===== config.mk =====
export PLATFORM = sky130hd
export DESIGN_NAME = motor_cmd_sequencer
export DESIGN_NICKNAME = d
export VERILOG_FILES = /design/src/rtl/motor_cmd_sequencer.sv
export SDC_FILE = /design/constraint.sdc
export NUM_CORES = 1
export LEC_CHECK = 0
export CORE_MARGIN = 2
export CORE_UTILIZATION = 30
export DETAILED_ROUTE_END_ITERATION = 16
export SYNTH_ARGS = -nofsm -noshare
export SYNTH_HDL_FRONTEND = slang
export SYNTH_SLANG_ARGS = --single-unit
export TNS_END_PERCENT = 100

===== constraint.sdc =====
create_clock -name clk -period 5.1 [get_ports clk]
set_input_delay 1.02 -clock clk [delete_from_list [all_inputs] [get_ports clk]]
set_output_delay 1.02 -clock clk [all_outputs]
set_load 0.01 [all_outputs]

===== src/rtl/motor_cmd_sequencer.sv =====
// Signed duty-command sequencer for two motors: clamps, slew-limits and inserts
// zero-duty dead time on every direction reversal, with watchdog and estop.
module motor_cmd_sequencer #(
  parameter int TICK_DIV       = 1000,
  parameter int STEP           = 2,
  parameter int MAXDUTY        = 100,
  parameter int DEADTIME_TICKS = 4,
  parameter int WDOG_TICKS     = 250
) (
  input  logic       clk,
  input  logic       reset,
  input  logic       cmd_valid,
  output logic       cmd_ready,
  input  logic [7:0] cmd_m1,
  input  logic [7:0] cmd_m2,
  input  logic       estop,
  output logic       motor1_sign,
  output logic [6:0] motor1_upperlimit,
  output logic       motor2_sign,
  output logic [6:0] motor2_upperlimit,
  output logic       busy,
  output logic       wdog_tripped
);

  localparam int TW = $clog2(TICK_DIV);
  localparam int WW = $clog2(WDOG_TICKS + 1);
  localparam int DW = $clog2(DEADTIME_TICKS + 1);
  localparam logic [6:0] STEP_C = 7'(STEP);
  localparam logic [6:0] MAX_C  = 7'(MAXDUTY);

  typedef enum logic [1:0] {HOLD, RAMP, DEAD} state_t;

  function automatic logic [6:0] min7(input logic [6:0] a, input logic [6:0] b);
    return (a < b) ? a : b;
  endfunction

  logic [TW-1:0]   tick_cnt_reg;
  logic            tick;
  logic            cmd_ready_reg;
  logic            accept;
  logic [WW-1:0]   wdog_cnt_reg;
  logic            wdog_tripped_reg;
  logic            wdog_expire;
  logic            busy_reg;
  logic [1:0][7:0] cmd_vec;
  logic [1:0]      sign_vec;
  logic [1:0]      busy_next_vec;
  logic [1:0][6:0] cur_vec;

  assign tick        = (tick_cnt_reg == TW'(TICK_DIV - 1));
  // estop overrides a command landing on the same edge
  assign accept      = cmd_valid & cmd_ready_reg & ~estop;
  assign wdog_expire = tick & ~accept & ~estop & (wdog_cnt_reg == WW'(WDOG_TICKS - 1));
  assign cmd_vec     = {cmd_m2, cmd_m1};

  always_ff @(posedge clk or posedge reset) begin
    if (reset) begin
      tick_cnt_reg     <= '0;
      cmd_ready_reg    <= 1'b0;
      wdog_cnt_reg     <= '0;
      wdog_tripped_reg <= 1'b0;
      busy_reg         <= 1'b0;
    end else begin
      tick_cnt_reg  <= tick ? '0 : tick_cnt_reg + TW'(1);
      cmd_ready_reg <= ~estop;
      busy_reg      <= |busy_next_vec;
      if (!estop) begin
        if (accept) begin
          wdog_cnt_reg     <= '0;
          wdog_tripped_reg <= 1'b0;
        end else if (tick && wdog_cnt_reg != WW'(WDOG_TICKS)) begin
          wdog_cnt_reg <= wdog_cnt_reg + WW'(1);
          if (wdog_expire) wdog_tripped_reg <= 1'b1;
        end
      end
    end
  end

  genvar gi;
  generate
    for (gi = 0; gi < 2; gi++) begin : g_motor
      state_t        state_reg, state_next;
      logic          sign_reg, sign_next;
      logic          tgt_sign_reg, tgt_sign_next;
      logic [6:0]    cur_reg, cur_next;
      logic [6:0]    tgt_mag_reg, tgt_mag_next;
      logic [6:0]    toward, flip_dec, cmd_mag;
      logic [7:0]    cmd_abs;
      logic [DW-1:0] dead_reg, dead_next;
      logic          need_flip;

      // -128 maps to 8'h80 = 128 unsigned, which then clamps to MAXDUTY
      assign cmd_abs   = cmd_vec[gi][7] ? (~cmd_vec[gi] + 8'd1) : cmd_vec[gi];
      assign cmd_mag   = (cmd_abs > {1'b0, MAX_C}) ? MAX_C : cmd_abs[6:0];
      assign need_flip = (tgt_mag_reg != 7'd0) && (tgt_sign_reg != sign_reg);
      assign flip_dec  = cur_reg - min7(STEP_C, cur_reg);
      assign toward    = (tgt_mag_reg > cur_reg)
                       ? cur_reg + min7(STEP_C, tgt_mag_reg - cur_reg)
                       : cur_reg - min7(STEP_C, cur_reg - tgt_mag_reg);

      always_comb begin
        state_next    = state_reg;
        cur_next      = cur_reg;
        sign_next     = sign_reg;
        dead_next     = dead_reg;
        tgt_sign_next = tgt_sign_reg;
        tgt_mag_next  = tgt_mag_reg;
        if (estop) begin
          state_next   = HOLD;
          cur_next     = 7'd0;
          dead_next    = '0;
          tgt_mag_next = 7'd0;
        end else begin
          if (tick) begin
            case (state_reg)
              HOLD, RAMP: begin
                if (need_flip) begin
                  cur_next   = flip_dec;
                  state_next = (flip_dec == 7'd0) ? DEAD : RAMP;
                  dead_next  = '0;
                end else if (cur_reg != tgt_mag_reg) begin
                  cur_next   = toward;
                  state_next = (toward == tgt_mag_reg) ? HOLD : RAMP;
                end else begin
                  state_next = HOLD;
                end
              end
              DEAD: begin
                if (dead_reg == DW'(DEADTIME_TICKS - 1)) begin
                  sign_next  = ~sign_reg;
                  state_next = RAMP;
                  dead_next  = '0;
                end else begin
                  dead_next = dead_reg + DW'(1);
                end
              end
              default: state_next = HOLD;
            endcase
          end
          if (accept) begin
            // sign encodes forward = 1, so a non-negative command targets sign 1
            tgt_sign_next = ~cmd_vec[gi][7];
            tgt_mag_next  = cmd_mag;
          end else if (wdog_expire) begin
            tgt_mag_next = 7'd0;
          end
        end
      end

      always_ff @(posedge clk or posedge reset) begin
        if (reset) begin
          state_reg    <= HOLD;
          cur_reg      <= 7'd0;
          sign_reg     <= 1'b1;
          dead_reg     <= '0;
          tgt_sign_reg <= 1'b1;
          tgt_mag_reg  <= 7'd0;
        end else begin
          state_reg    <= state_next;
          cur_reg      <= cur_next;
          sign_reg     <= sign_next;
          dead_reg     <= dead_next;
          tgt_sign_reg <= tgt_sign_next;
          tgt_mag_reg  <= tgt_mag_next;
        end
      end

      assign sign_vec[gi]      = sign_reg;
      assign cur_vec[gi]       = cur_reg;
      assign busy_next_vec[gi] = (state_next != HOLD);
    end
  endgenerate

  assign cmd_ready         = cmd_ready_reg;
  assign motor1_sign       = sign_vec[0];
  assign motor1_upperlimit = cur_vec[0];
  assign motor2_sign       = sign_vec[1];
  assign motor2_upperlimit = cur_vec[1];
  assign busy              = busy_reg;
  assign wdog_tripped      = wdog_tripped_reg;

endmodule


* After elaboration in Yosys (flattened, before gate mapping)
Index checks and enable logic that the tools add are counted.
** Word-level totals
- ROM bits :: 0
- Memories kept :: 0
- Bits in registers :: 63
- Bits in latches :: 0
- Output and inout port bits :: 19
- Bits in writable memories :: 0
- Bits of input ports :: 20
** Operators by class
- $add $sub $neg :: 16
- Magnitude comparators :: 10
- $mul :: 0
- Shift-type cells :: 0
- Mux-type cells :: 59
- Div/mod/pow operators :: 0
- Bitwise logic cells :: 13
- Reduce and logical (&&, ||, !) cells :: 33
- Equality and inequality tests :: 17
** Operators with widths (count)
- $mux W7 :: 25
- $sub A7 B7 Y7 :: 8
- $lt A2 B7 Y1 const A :: 6
- $mux W8 :: 4
- $add A8 B1 Y8 const B :: 3
- $mux W3 :: 8
- $mux W2 :: 10
- $gt A8 B7 Y1 const B :: 2
- $not A8 Y8 :: 2
- $reduce_and A3 Y1 :: 5
- $reduce_bool A3 Y1 :: 5
- $add A7 B7 Y7 :: 2
- $eq A7 B7 Y1 :: 2
- $gt A7 B7 Y1 :: 2
- $logic_not A7 Y1 :: 2
- $ne A7 B7 Y1 :: 2
- $reduce_bool A2 Y1 :: 7
- $reduce_bool A7 Y1 :: 2
- $pmux W3 S2 :: 2
- $add A10 B1 Y10 const B :: 1
- $eq A10 B10 Y1 const B :: 1
- $mux W10 :: 1
- $eq A8 B8 Y1 const B :: 1
- $ne A8 B8 Y1 const B :: 1
- other kinds (15) :: 44

* Logic depth before layout (Yosys ltp)
- Depth after elaboration :: 14
- Depth in mapped cells :: 23

* Least setup slack after synthesis
OpenSTA, ideal clock, no wires.
- Path type :: reg-to-reg
- Start point :: register g_motor[0].cur_reg[2] (netlist: motor1_upperlimit[2])
- End point :: register busy_reg (netlist: busy)
- Data arrival time :: 4.634 ns
- Clock period less this slack :: 4.762 ns
- Setup time :: 0.128 ns
- Buffers on the path :: 2
- Required time :: 4.972 ns
- Path slack :: 0.338 ns
- Cell stages (with the launch flop) :: 23
- Cell sequence :: dfrtp_1 > clkbuf_1 > inv_1 > ha_1 > clkbuf_1 > a21o_1 > and2_1 > mux2_2 > a22o_1 > a22oi_1 > or3_1 > nor2_1 > ha_1 > inv_1 > a22o_1 > fa_1 > a21o_1 > a311o_1 > a21oi_1 > xnor2_1 > xor3_1 > o21ai_1 > nand3b_1
** Between the ends
- Word-level cells in the longest chain between the ends :: 14
** Ends and longest elaborated chain
- start: declaration :: RTL line 85 : logic [6:0] cur_reg, cur_next;
- start signal: assignment :: RTL line 160 : cur_reg <= cur_next;
- $sub A7 B7 Y7 (on tied branches) :: RTL line 99, 98
- $lt A2 B7 Y1 :: RTL line 34 : return (a < b) ? a : b;
- $mux W7 :: RTL line 34
- $sub A7 B7 Y7 or $add A7 B7 Y7 (tied branches) :: RTL line 99, 98
- $mux W7 :: RTL line 98 : ? cur_reg + min7(STEP_C, tgt_mag_reg - cur_reg)
- $eq A7 B7 Y1 :: RTL line 123 : state_next = (toward == tgt_mag_reg) ? HOLD : RAMP;
- $mux W1 :: RTL line 123
- $mux W1 :: RTL line 121 : end else if (cur_reg != tgt_mag_reg) begin
- $mux W2 (*) :: RTL line 117 : if (need_flip) begin
- $pmux W2 S2 (*) :: RTL line 115 : case (state_reg)
- $mux W2 (*) :: RTL line 114 : if (tick) begin
- $mux W2 (*) :: RTL line 108 : if (estop) begin
- $reduce_bool A2 Y1 (*) :: RTL line 170 : assign busy_next_vec[gi] = (state_next != HOLD);
- $reduce_or A2 Y1 (*) :: RTL line 66 : busy_reg <= |busy_next_vec;
- end signal: assignment :: RTL line 66
- end: declaration :: RTL line 44 : logic busy_reg;
Mark *: on every way between the ends. The rest lies on a longest branch, timed or not.
A chain may end at the register's enable or synchronous reset.

* Final worst setup path
- Start point :: register g_motor[0].tgt_mag_reg[0]
- End point :: register g_motor[0].state_reg[0]
** Between the ends
- Word-level cells in the longest chain between the ends :: 12
** Ends and longest elaborated chain
- start: declaration :: RTL line 86 : logic [6:0] tgt_mag_reg, tgt_mag_next;
- start signal: assignment :: RTL line 164 : tgt_mag_reg <= tgt_mag_next;
- $sub A7 B7 Y7 (on tied branches) :: RTL line 99, 98
- $lt A2 B7 Y1 :: RTL line 34
- $mux W7 :: RTL line 34
- $sub A7 B7 Y7 or $add A7 B7 Y7 (tied branches) :: RTL line 99, 98
- $mux W7 :: RTL line 98
- $eq A7 B7 Y1 :: RTL line 123
- $mux W1 :: RTL line 123
- $mux W1 :: RTL line 121
- $mux W2 (*) :: RTL line 117
- $pmux W2 S2 (*) :: RTL line 115
- $mux W2 (*) :: RTL line 114
- $mux W2 (*) :: RTL line 108
- via g_motor[0].state_next[0] :: RTL line 82 : state_t state_reg, state_next;
- end signal: assignment :: RTL line 159 : state_reg <= state_next;
- end: declaration :: RTL line 82
The timed path passes the listed nets; every way through them passes the cells marked *.

==> results by group <==
Detailed routing
  – Met3 WL: between 700 and 800 µm
  – Top sig layer: met4
  – First DRT Iteration DRCs: 329
  – Pre-Repair DR Iteration Count: 5
  – Met1 Wirelength: 7.90 mm
  – Routed wire length: around 16 mm
  – Met2 routed WL: between 6 and 7 mm
  – Total number of vias: about 5300
  – Routed WL per cell: 15.6 µm
  – ANT nets after route: 0
  – Residual DRC: 0
  – Vias per Instance: 5.23

Final layout
  – Fin nets: 816
  – Finished Layout Cells: 1005
  – Final Core Density: 36.9%
  – Inserted Diodes: 0
  – Commonest non-fill, non-tap cell in the layout: dfrtp_1
  – Fraction of layout cells with a size suffix above 1: 9.93%
  – Max reg flops: 14
  – Most frequent cells in the layout: dfrtp_1, o21ai_0, nor2_1, inv_1, ha_1
  – Area Overhead vs Synth: 19.4%

STA
  – Count of final setup violators: 0
  – F_max: 208 MHz
  – Slew HR: 46.6%
  – Tcrit/Tclk final: 94.2%
  – Final worst path period need: 4800 ps
  – Worst-Margin Slew: 800 ps
  – Final Max Tran Viols: 0
  – Max Clock Skew: 7.95 ps
  – Fin. Hold Viols: 0
  – Worst hold slack: 473 ps
  – Setup_tns: 0 ps

Power and ir drop
  – Clock power frac: 35.2%
  – P_int: 1200 µW
  – PwrDens: 257 nW/µm²
  – Reg power frac: 29.3%
  – Maximum VDD drop: 0.000153 V
  – Switch share: 33.0%
  – Comb pwr share: 35.5%
  – Power Total: roughly 1800 µW
  – LEAKAGE: 0.00299 µW
  – NetSw: 590 µW

Yosys
  – Mapped Cells: 684
  – Top FF cell, synth: dfrtp_1
  – Async SR Flop Fraction: 100%
  – Syn_area_per_cell: between 8 and 9 µm²
  – Register area share after synthesis: a little over a quarter
  – Netlist Area Pre-Place: 5810 µm²
  – YS warnings: 0
  – Synthesized flop and latch total: 63
  – Post-synth cell types: 83
  – Post-synth EDFFs: 0

Placement
  – Placed Instances: 989
  – Detailed Place HPWL: roughly 12 mm
  – GP Congestion: 0.920
  – Number of port buffers: 38

Clocking
  – Clock root buffer: clkbuf_16
  – CTS Buffer Depth: 2
  – CTS tree: done
  – # clock sinks: 63
  – Worst-path clk slew: 60 ps
  – Clock latency on the worst-skew pair: 330 ps
  – Hold buffers post-CTS: 0
  – Htree depth: 3
  – CTS Buf Count: 9

Global routing
  – GRT Total Usage: ~16%
  – Vias in the first global route: 5028
  – Total gr overflow: 0
  – Antenna violations before repair: 0
  – Largest net degree at the start of global routing: 38
  – Global-route wire length before repair: ~26 mm

Floorplan
  – Die H: roughly 140 µm
  – Row count: 50
  – Die area: between 20000 and 25000 µm²
  – Ports: 39
  – Core box area: about 19000 µm²
  – Initial Utilization: 30.9%
  – Die W: 143 µm

Flow run
  – Max Cap Viol: 0

Run status
  – Outcome: finished, final reports clean

Critical path
  – CP required: 5290 ps
  – Worst endpoint data arrival time: between 4000 and 5000 ps
  – Setup Crit Path Kind: flip-flop to flip-flop
  – Critical Path Start Type: flip-flop
  – Setup crit end kind: flip-flop
  – Crit path max fanout: 3

Worst hold path
  – Hold Path Class: flip-flop to flip-flop
-- worst paths after layout --
check                                          start                      end  slack, ps  cells after the start
max                        g_motor[0].tgt_mag_reg[0]  g_motor[0].state_reg[0]        300                     22
min                                  tick_cnt_reg[0]          tick_cnt_reg[0]        470                      1
max reg2reg                g_motor[0].tgt_mag_reg[0]  g_motor[0].state_reg[0]        300                     22
min reg2reg                          tick_cnt_reg[0]          tick_cnt_reg[0]        470                      1
max in group asynchronous                      reset  g_motor[1].tgt_sign_reg       3030                      3
min in group asynchronous                      reset     motor1_upperlimit[1]       1170                      2
-- synth_stat cells (all sizes together), types with 4 or more instances --
master	n	area [µm²]
or4	5	41.3
nor3	18	95.1
mux2i	7	70.1
a22o	6	52.6
dfrtp	59	1480
and3	5	31.3
dfstp	4	105
clkbuf	19	81.3
a31oi	4	25.0
nor2	54	203
buf	5	46.3
a21o	13	100
nand2b	13	81.3
nand3b	5	37.5
or3	11	68.8
a21oi	46	238
o21ai	59	295
xnor2	26	228
nor2b	11	68.8
and2	5	31.3
fa	6	120
inv	54	203
nand4	8	50.1
o22ai	5	31.3
nor4	8	50.1
o41ai	4	72.6
xor2	31	272
nand3	15	75.1
nand2	47	176
o211ai	4	30.0
o21a	10	75.1
a211oi	4	30.0
ha	50	626
o31ai	9	67.6
-- worst max-delay path, stage by stage (launching register included) --
cell     delay, ps
dfrtp_1        370
inv_1           60
ha_1           160
inv_1           50
fa_1           390
a21o_1         190
and2_1         180
mux2_2         260
a22o_1         190
a22oi_1        230
or3_4          180
nor2_1          40
ha_1           270
inv_1           30
a22o_1         230
fa_1           430
a21o_1         180
a311o_1        370
a21oi_2        170
xnor2_1        180
xor3_1         270
o21ai_2        140
o21ai_1         80
-- power groups by stage --
stage                     clock [µW]  combinational [µW]  sequential (µW)
after global routing             665                 694              524
final                            629                 634              523
after floorplan                    0                 481              530
after detailed placement           0                 612              531
after CTS                        644                 617              523
after global placement             0                 611              531
-- cell type report --
cell class / instances / area [µm²]
Inverter: 55 / 206
Clock buffer: 13 / 260
Fill cell: 1922 / 11900
Multi-Input combinational cell: 543 / 3920
Sequential cell: 63 / 1580
Clock inverter: 3 / 42.5
Tap cell: 260 / 325
Timing Repair Buffer: 68 / 606
-- metal layers --
layer / vias to the layer above / global-route usage (%)
li1: 2575 / -
met3: 19 / 2.35
met1: 2522 / 23.0
met5: - / 0
met2: 142 / 24.3
met4: 0 / 3.70
-- cells by family (layout without fill, tap and decap cells) --
group / count (synthesis) / count (layout) / share of synthesized area, %
xor gates and xnor gates: 59 / 59 / 9.39
AOI/OAI and AO/OA: 202 / 202 / 24.3
other: 1 / 2 / 0.0645
muxes: 9 / 9 / 1.59
adders and majority gates: 56 / 56 / 12.8
and+or+nand+nor: 215 / 215 / 18.8
DFF: 63 / 63 / 27.2
buffers and inverters: 79 / 139 / 5.75
-- through the flow --
step                setup WS [ps]  area (µm²)
floorplan                     338        5820
global placement              375        6620
detailed placement            292        6620
CTS                           292        6920
global route                -11.9        6940
finish                        297        6940
-- what timing repair did --
action / CTS / global route
resized for setup: 0 / 5
buffers inserted: 0 / 0
endpoints found under the setup margin: 0 / 2
No activity file was read; power rests on OpenSTA's default activity.
